--- src/rtl/dic_pkg.sv ---
// rtl/dic_pkg.sv - shared state encoding and digit-range constants for the clock/alarm entry controller
package dic_pkg;

  typedef enum logic [2:0] {
    ST_STOP    = 3'd0,
    ST_RUN     = 3'd1,
    ST_SEL_ALM = 3'd2,
    ST_LOAD    = 3'd3,
    ST_WAIT    = 3'd4
  } dic_state_t;

  // An odd digit index is a tens position (0-5); hours are further limited to 23.
  localparam logic       TENS_POS             = 1'b1;
  localparam logic [3:0] HOUR_TENS_MAX        = 4'd2;
  localparam logic [3:0] HOUR_UNITS_MAX_AT_20 = 4'd3;

endpackage

--- src/rtl/dic_ctrl_fsm_p_if.sv ---
// rtl/dic_ctrl_fsm_p_if.sv - key-decoder inputs and load/display controls of the entry controller
interface dic_ctrl_fsm_p_if #(
  parameter int NUM_DIGITS = 4,
  parameter int NUM_ALARMS = 2
);
  localparam int AW = (NUM_ALARMS > 1) ? $clog2(NUM_ALARMS) : 1;

  logic                  det_num;
  logic                  det_num0to5;
  logic [3:0]            num_val;
  logic                  det_cr;
  logic                  det_atSign;
  logic                  det_A;
  logic                  det_L;
  logic                  det_S;
  logic                  det_bs;
  logic                  key_vld;

  logic                  dic_run;
  logic                  ld_time;
  logic                  ld_alarm;
  logic [AW-1:0]         alarm_sel;
  logic [NUM_ALARMS-1:0] alarm_ena;
  logic [NUM_DIGITS-1:0] ld_digit;
  logic [NUM_DIGITS-1:0] dsp_time_mask;
  logic [NUM_DIGITS-1:0] dsp_alarm_mask;
  logic                  valid_num;
  logic                  load_done;

  modport master (
    output det_num, det_num0to5, num_val, det_cr, det_atSign, det_A, det_L, det_S, det_bs, key_vld,
    input  dic_run, ld_time, ld_alarm, alarm_sel, alarm_ena, ld_digit,
           dsp_time_mask, dsp_alarm_mask, valid_num, load_done
  );

  modport slave (
    input  det_num, det_num0to5, num_val, det_cr, det_atSign, det_A, det_L, det_S, det_bs, key_vld,
    output dic_run, ld_time, ld_alarm, alarm_sel, alarm_ena, ld_digit,
           dsp_time_mask, dsp_alarm_mask, valid_num, load_done
  );
endinterface

--- src/rtl/dic_digit_check.sv ---
// rtl/dic_digit_check.sv - decides whether the pressed key is a legal digit for the current position
module dic_digit_check
  import dic_pkg::*;
#(
  parameter int NUM_DIGITS = 4,
  parameter int IW         = (NUM_DIGITS > 1) ? $clog2(NUM_DIGITS) : 1
) (
  input  logic [IW-1:0] i_idx,
  input  logic [3:0]    i_num_val,
  input  logic          i_det_num,
  input  logic          i_det_num0to5,
  input  logic          i_hour_tens_two,
  output logic          o_ok
);

  logic w_class_ok;
  logic w_range_ok;

  always_comb begin
    w_class_ok = (i_idx[0] == TENS_POS) ? i_det_num0to5 : i_det_num;
    w_range_ok = 1'b1;
    if (NUM_DIGITS == 6) begin
      if (i_idx == IW'(5))
        w_range_ok = (i_num_val <= HOUR_TENS_MAX);
      else if ((i_idx == IW'(4)) && i_hour_tens_two)
        w_range_ok = (i_num_val <= HOUR_UNITS_MAX_AT_20);
    end
  end

  assign o_ok = w_class_ok & w_range_ok;

endmodule

--- src/rtl/dic_ctrl_fsm_p.sv ---
// rtl/dic_ctrl_fsm_p.sv - run/stop and time/alarm digit-entry controller for a digital clock
module dic_ctrl_fsm_p
  import dic_pkg::*;
#(
  parameter int NUM_DIGITS = 4,
  parameter int NUM_ALARMS = 2,
  parameter int TIMEOUT    = 1000
) (
  input logic             clk,
  input logic             rst,
  dic_ctrl_fsm_p_if.slave bus
);

  localparam int AW = (NUM_ALARMS > 1) ? $clog2(NUM_ALARMS) : 1;
  localparam int IW = (NUM_DIGITS > 1) ? $clog2(NUM_DIGITS) : 1;
  localparam int CW = $clog2(TIMEOUT + 1);
  localparam logic [IW-1:0] IDX_TOP = IW'(NUM_DIGITS - 1);
  localparam logic [3:0]    ALM_MAX = 4'(NUM_ALARMS);
  localparam logic [NUM_DIGITS-1:0] ONE = {{(NUM_DIGITS-1){1'b0}}, 1'b1};

  dic_state_t            r_state;
  logic [IW-1:0]         r_idx;
  logic [AW-1:0]         r_alarm_sel;
  logic [NUM_ALARMS-1:0] r_alarm_ena;
  logic [CW-1:0]         r_idle;
  logic                  r_load_done;
  logic                  r_saved_run;
  logic                  r_mode_alarm;
  logic                  r_hour_two;

  logic                  w_ok;
  logic                  w_valid;
  logic                  w_in_entry;
  logic                  w_timeout;
  logic                  w_alm_key_ok;
  logic                  w_sel_ena;
  logic                  w_load_time;
  logic                  w_load_alarm;
  logic [NUM_DIGITS-1:0] w_entry_mask;

  dic_digit_check #(.NUM_DIGITS(NUM_DIGITS), .IW(IW)) u_digit_check (
    .i_idx          (r_idx),
    .i_num_val      (bus.num_val),
    .i_det_num      (bus.det_num),
    .i_det_num0to5  (bus.det_num0to5),
    .i_hour_tens_two(r_hour_two),
    .o_ok           (w_ok)
  );

  assign w_in_entry   = (r_state == ST_SEL_ALM) || (r_state == ST_LOAD) || (r_state == ST_WAIT);
  assign w_timeout    = w_in_entry && !bus.key_vld && (r_idle == CW'(TIMEOUT - 1));
  // Gated by rst so a key landing in the reset cycle never loads a digit.
  assign w_valid      = (r_state == ST_LOAD) && w_ok && !rst;
  assign w_alm_key_ok = bus.det_num && (bus.num_val >= 4'd1) && (bus.num_val <= ALM_MAX);
  assign w_sel_ena    = r_alarm_ena[r_alarm_sel];
  assign w_load_time  = (r_state == ST_LOAD) && !r_mode_alarm;
  assign w_load_alarm = (r_state == ST_LOAD) && r_mode_alarm;
  assign w_entry_mask = ~((ONE << r_idx) - ONE);

  assign bus.valid_num      = w_valid;
  assign bus.ld_digit       = w_valid ? (ONE << r_idx) : '0;
  assign bus.ld_time        = w_load_time;
  assign bus.ld_alarm       = w_load_alarm;
  assign bus.dsp_time_mask  = w_load_time ? w_entry_mask : '1;
  assign bus.dsp_alarm_mask = w_load_alarm ? w_entry_mask : {NUM_DIGITS{w_sel_ena}};
  assign bus.dic_run        = (r_state == ST_RUN) || (w_in_entry && r_mode_alarm && r_saved_run);
  assign bus.alarm_sel      = r_alarm_sel;
  assign bus.alarm_ena      = r_alarm_ena;
  assign bus.load_done      = r_load_done;

  always_ff @(posedge clk) begin
    if (rst) begin
      r_state      <= ST_STOP;
      r_idx        <= IDX_TOP;
      r_alarm_sel  <= '0;
      r_alarm_ena  <= '0;
      r_idle       <= '0;
      r_load_done  <= 1'b0;
      r_saved_run  <= 1'b0;
      r_mode_alarm <= 1'b0;
      r_hour_two   <= 1'b0;
    end else begin
      r_load_done <= 1'b0;
      if (bus.det_atSign)
        r_alarm_ena[r_alarm_sel] <= ~r_alarm_ena[r_alarm_sel];
      r_idle <= (bus.key_vld || !w_in_entry) ? '0 : r_idle + 1'b1;

      if (w_timeout) begin
        r_state <= r_saved_run ? ST_RUN : ST_STOP;
      end else begin
        unique case (r_state)
          ST_STOP, ST_RUN: begin
            if (bus.det_cr) begin
              r_state <= ST_STOP;
            end else if (bus.det_S) begin
              r_state <= ST_RUN;
            end else if (bus.det_L) begin
              r_state      <= ST_LOAD;
              r_mode_alarm <= 1'b0;
              r_idx        <= IDX_TOP;
              r_hour_two   <= 1'b0;
              r_saved_run  <= (r_state == ST_RUN);
            end else if (bus.det_A) begin
              r_state      <= ST_SEL_ALM;
              r_mode_alarm <= 1'b1;
              r_saved_run  <= (r_state == ST_RUN);
            end
          end
          ST_SEL_ALM: begin
            if (w_alm_key_ok) begin
              r_alarm_sel <= AW'(bus.num_val - 4'd1);
              r_state     <= ST_LOAD;
              r_idx       <= IDX_TOP;
              r_hour_two  <= 1'b0;
            end
          end
          ST_LOAD: begin
            if (w_valid) begin
              if (r_idx == IDX_TOP)
                r_hour_two <= (bus.num_val == HOUR_TENS_MAX);
              if (r_idx == '0) begin
                r_state     <= ST_WAIT;
                r_load_done <= 1'b1;
              end else begin
                r_idx <= r_idx - 1'b1;
              end
            end else if (bus.det_bs) begin
              if (r_idx == IDX_TOP)
                r_state <= r_saved_run ? ST_RUN : ST_STOP;
              else
                r_idx <= r_idx + 1'b1;
            end
          end
          ST_WAIT: begin
            if (bus.det_cr)
              r_state <= ST_STOP;
            else if (bus.det_S)
              r_state <= ST_RUN;
          end
          default: r_state <= ST_STOP;
        endcase
      end
    end
  end

endmodule

--- src/flat_wrapper.sv ---
// flat-port wrapper written by rule: the top's interface ports become plain ports
module dic_ctrl_fsm_p_flat import dic_pkg::*;
#(
  parameter int NUM_DIGITS = 4,
  parameter int NUM_ALARMS = 2,
  parameter int TIMEOUT    = 1000
)
  (clk, rst, bus_det_num, bus_det_num0to5, bus_num_val, bus_det_cr, bus_det_atSign, bus_det_A, bus_det_L, bus_det_S, bus_det_bs, bus_key_vld, bus_dic_run, bus_ld_time, bus_ld_alarm, bus_alarm_sel, bus_alarm_ena, bus_ld_digit, bus_dsp_time_mask, bus_dsp_alarm_mask, bus_valid_num, bus_load_done);
  dic_ctrl_fsm_p_if #(.NUM_DIGITS(NUM_DIGITS), .NUM_ALARMS(NUM_ALARMS)) bus_i ();
  input logic clk;
  input logic rst;
  input wire logic [$bits(bus_i.det_num)-1:0] bus_det_num;
  input wire logic [$bits(bus_i.det_num0to5)-1:0] bus_det_num0to5;
  input wire logic [$bits(bus_i.num_val)-1:0] bus_num_val;
  input wire logic [$bits(bus_i.det_cr)-1:0] bus_det_cr;
  input wire logic [$bits(bus_i.det_atSign)-1:0] bus_det_atSign;
  input wire logic [$bits(bus_i.det_A)-1:0] bus_det_A;
  input wire logic [$bits(bus_i.det_L)-1:0] bus_det_L;
  input wire logic [$bits(bus_i.det_S)-1:0] bus_det_S;
  input wire logic [$bits(bus_i.det_bs)-1:0] bus_det_bs;
  input wire logic [$bits(bus_i.key_vld)-1:0] bus_key_vld;
  output wire logic [$bits(bus_i.dic_run)-1:0] bus_dic_run;
  output wire logic [$bits(bus_i.ld_time)-1:0] bus_ld_time;
  output wire logic [$bits(bus_i.ld_alarm)-1:0] bus_ld_alarm;
  output wire logic [$bits(bus_i.alarm_sel)-1:0] bus_alarm_sel;
  output wire logic [$bits(bus_i.alarm_ena)-1:0] bus_alarm_ena;
  output wire logic [$bits(bus_i.ld_digit)-1:0] bus_ld_digit;
  output wire logic [$bits(bus_i.dsp_time_mask)-1:0] bus_dsp_time_mask;
  output wire logic [$bits(bus_i.dsp_alarm_mask)-1:0] bus_dsp_alarm_mask;
  output wire logic [$bits(bus_i.valid_num)-1:0] bus_valid_num;
  output wire logic [$bits(bus_i.load_done)-1:0] bus_load_done;
  assign bus_i.det_num = bus_det_num;
  assign bus_i.det_num0to5 = bus_det_num0to5;
  assign bus_i.num_val = bus_num_val;
  assign bus_i.det_cr = bus_det_cr;
  assign bus_i.det_atSign = bus_det_atSign;
  assign bus_i.det_A = bus_det_A;
  assign bus_i.det_L = bus_det_L;
  assign bus_i.det_S = bus_det_S;
  assign bus_i.det_bs = bus_det_bs;
  assign bus_i.key_vld = bus_key_vld;
  assign bus_dic_run = bus_i.dic_run;
  assign bus_ld_time = bus_i.ld_time;
  assign bus_ld_alarm = bus_i.ld_alarm;
  assign bus_alarm_sel = bus_i.alarm_sel;
  assign bus_alarm_ena = bus_i.alarm_ena;
  assign bus_ld_digit = bus_i.ld_digit;
  assign bus_dsp_time_mask = bus_i.dsp_time_mask;
  assign bus_dsp_alarm_mask = bus_i.dsp_alarm_mask;
  assign bus_valid_num = bus_i.valid_num;
  assign bus_load_done = bus_i.load_done;
  dic_ctrl_fsm_p #(.NUM_DIGITS(NUM_DIGITS), .NUM_ALARMS(NUM_ALARMS), .TIMEOUT(TIMEOUT)) u_core (.clk(clk), .rst(rst), .bus(bus_i));
endmodule
--- config.mk ---
export PLATFORM = sky130hd
export DESIGN_NAME = dic_ctrl_fsm_p_flat
export DESIGN_NICKNAME = d
export VERILOG_FILES = /design/src/rtl/dic_pkg.sv /design/src/rtl/dic_ctrl_fsm_p_if.sv /design/src/rtl/dic_digit_check.sv /design/src/rtl/dic_ctrl_fsm_p.sv /design/src/flat_wrapper.sv
export SDC_FILE = /design/constraint.sdc
export NUM_CORES = 1
export LEC_CHECK = 0
export CORE_MARGIN = 3
export CORE_UTILIZATION = 44
export DETAILED_ROUTE_END_ITERATION = 10
export PLACE_DENSITY = 0.77
export SETUP_SLACK_MARGIN = 0.3
export SYNTH_ARGS = -nofsm -noshare
export SYNTH_HDL_FRONTEND = slang
export SYNTH_SLANG_ARGS = --single-unit
--- constraint.sdc ---
create_clock -name clk -period 2.5 [get_ports clk]
set_input_delay 0.25 -clock clk [delete_from_list [all_inputs] [get_ports clk]]
set_output_delay 0.25 -clock clk [all_outputs]
set_load 0.01 [all_outputs]
==> flow_summary.yaml <==
timing:
  setup_tns_ps: 0
  skew_ps: 4.32
  final-max-slew-violation-count: 0
  period_share_pct: 83.9
  fmax_mhz: 477
  setup_viol: 0
  maxSlewHeadroom_pct: 63.6
  fin_ws_ps: 402
  tightest_slew_ps: 542
  hold_viol: 0
  rsz0062_at_grt: "yes"
  period_needed_ps: 2100
synthesis:
  syn_area_um2: 1280
  syn_avg_cell_area_um2: 7.97
  synthCells: 161
  async_reset_ff_share_pct: 0
  seq_area_frac_synth_pct: 32.8
  yosys.cell_types.count: 51
  ys_ff_latch: 21
  netlist_top_cells_area: "dfxtp_1 33%, nor2_1 5.9%, a21oi_1 4.3%, xor2_1 4.1%, nand3_1 3.5%"
  synth_top_area_cell: "dfxtp_1"
  synth_top_area_share_pct: 32.8
  yosys_warnings: 0
  synth_edf_count: 0
  syn-num-nets: 177
  synth_ff_type: "dfxtp_1"
finish:
  drive_gt1_share_pct: 13.7
  final_cell_mix: "25 x clkdlybuf4s50_1, 19 x nor2_1, 19 x dfxtp_1"
  fillers: 223
  final_common_cell: "clkdlybuf4s50_1"
  layout.nets: 214
  n_antenna_cell: 0
  syn2layout_area_growth_pct: 35.2
  final_area_um2: 1730
floorplanning:
  die_h_um: 60.0
  die_width_um: 60.0
  num_rows: 18
  io_pins: 35
  dieArea_um2: 3600
  fp.coreArea_um2: 2610
  initial_utilization_pct: 49.1
routing:
  drc_errors: 0
  avgRoutedWirePerCell_um: 14.3
  drt.antenna.violating_nets: 0
  viasPerCell: 5.83
  wl_um: 3250
  dr.first_iter.drc_count: 64
  vias: 1324
  drt_first_pass_iters: 4
worst_setup_path:
  crit_chain: "clkdlybuf4s50_1 > mux2i_1 > or3_4 > inv_1 > clkdlybuf4s50_1"
  cpMostUsedCell: "clkdlybuf4s50_1"
  critical_path_class: "input port to output port"
  cp_slowest_stage_delay_ps: 530
  arrival_ps: 1850
  cpMaxStageDelayCell: "clkdlybuf4s50_1"
  crit_buf_inv: 3
  reg2reg_slack_ps: 520
  start_kind: "input port"
  required_ps: 2250
  cp_max_fo: 5
  crit_path_end_kind: "output port"
  crit_family: "buffers and inverters"
global_route:
  grt_pass1_wl_um: 5440
  grtUsageMet3_pct: 4.10
  busiest_layer: "met2"
  grt_overflow: 0
  grt_util_met2_pct: 37.2
  grt_pass1_vias: 1288
  grt_max_degree: 13
  grt_usage_pct: 19.5
  met1_usage_pct: 22.2
  antenna_found_initial: 0
clock_tree:
  clock_sinks: 21
  cts_max_path_buffers: 2
  root_buffer: "clkbuf_4"
  cts_buffers: 3
  tritoncts: "done"
  clkLatencyLatePin_ps: 290
  cts.reportedPaths.clkPinSlew_ps: 100
  htree_levels: 1
job:
  drv_cap: 0
worst_hold_path:
  hold_class: "register to register"
status:
  status: "finished clean"
pwr:
  p_leak_nw: 0.728
  finalPower_w: 0.000661
  power_density_nw_per_um2: 381
  peakVddDrop_v: 0.000400
place:
  numPortBuffers: 33
  dp_slack_ps: 196
  dpl_cell_area_um2: 1650
  gp_congestion: 0.867
  dp_hpwl_um: 2530
## stage by stage
step / std cells / hold slack, ps / util (%)
global route: 227 / 524 / 66.4
finish: 227 / 488 / 66.4
global placement: 222 / 444 / 63.3
detailed placement: 222 / 467 / 63.3
CTS: 227 / 491 / 65.3
floorplan: 161 / 347 / -
## power breakdown
| part | switching [W] | internal, W | leakage, nW |
|---|---|---|---|
| sequential | 0.00000907 | 0.000342 | 0.170 |
| combinational | 0.0000725 | 0.0000813 | 0.543 |
| clock | 0.0000936 | 0.0000620 | 0.0150 |
| total | 0.000175 | 0.000486 | 0.728 |
## registers in the layout (all words and copies together) (netlist names)
register and count:
u_core.r_state 3, u_core.r_idle 10, u_core.bus.load_done 1, u_core.r_mode_alarm 1, u_core.r_saved_run 1, u_core.bus.alarm_ena 2, u_core.bus.alarm_sel 1, u_core.r_idx 2
## path summary, 6_finish.rpt
kind | from | to | cells after the start
setup / recovery | bus_det_num | bus_valid_num | 5
setup reg to reg | u_core.r_state[2] | u_core.r_state[0] | 6
hold reg to reg | u_core.r_idle[0] | u_core.r_idle[0] | 1
hold / removal | u_core.r_idle[0] | u_core.r_idle[0] | 1
## synth_stat cells (2+ instances only)
master / count
buf_2: 2
inv_1: 5
nor2_1: 20
o211ai_1: 3
xor2_1: 6
nor2b_1: 5
or4_1: 2
xnor2_1: 3
nand2_1: 9
nor3b_1: 3
o21ai_0: 5
clkbuf_1: 4
nor3_1: 4
and3_1: 4
a21oi_1: 11
or2_2: 3
nand3_1: 9
nor4_1: 3
or4b_1: 2
a211oi_1: 2
dfxtp_1: 21
nand4_1: 2
o21bai_1: 2
or3_1: 4
## layout make-up
class	count	area (um^2)	area share (%)
Tap cell	30	37.5	2.16
Inverter	5	18.8	1.08
Sequential cell	21	425	24.5
Clock buffer	4	26.3	1.52
Timing Repair Buffer	41	399	23.0
Multi-Input combinational cell	126	827	47.7
## metal layers
layer	vias up	routed length (um)
met3	4	202
li1	655	-
met1	619	1300
met2	46	1730
met5	-	0
met4	0	19
## repair_timing
item,4_1_cts,5_1_grt
resized for setup,10,9
setup endpoints to repair,9,7
hold buffers,0,0
setup buffers,1,0
pin swaps,1,1
cloned,0,0
## cells by family (layout without fill, tap and decap cells)
kind of cell,count (synthesis),after routing,share of synthesized area (%)
muxes,1,1,0.781
and+or+nand+nor,77,77,33.1
AOI/OAI and AO/OA,37,37,20.7
buffers and inverters,14,50,5.27
xor gates and xnor gates,9,9,6.15
adders and majority gates,1,1,0.975
DFF,21,21,32.8
other,1,1,0.292
Power figures use the tool's default switching activity.
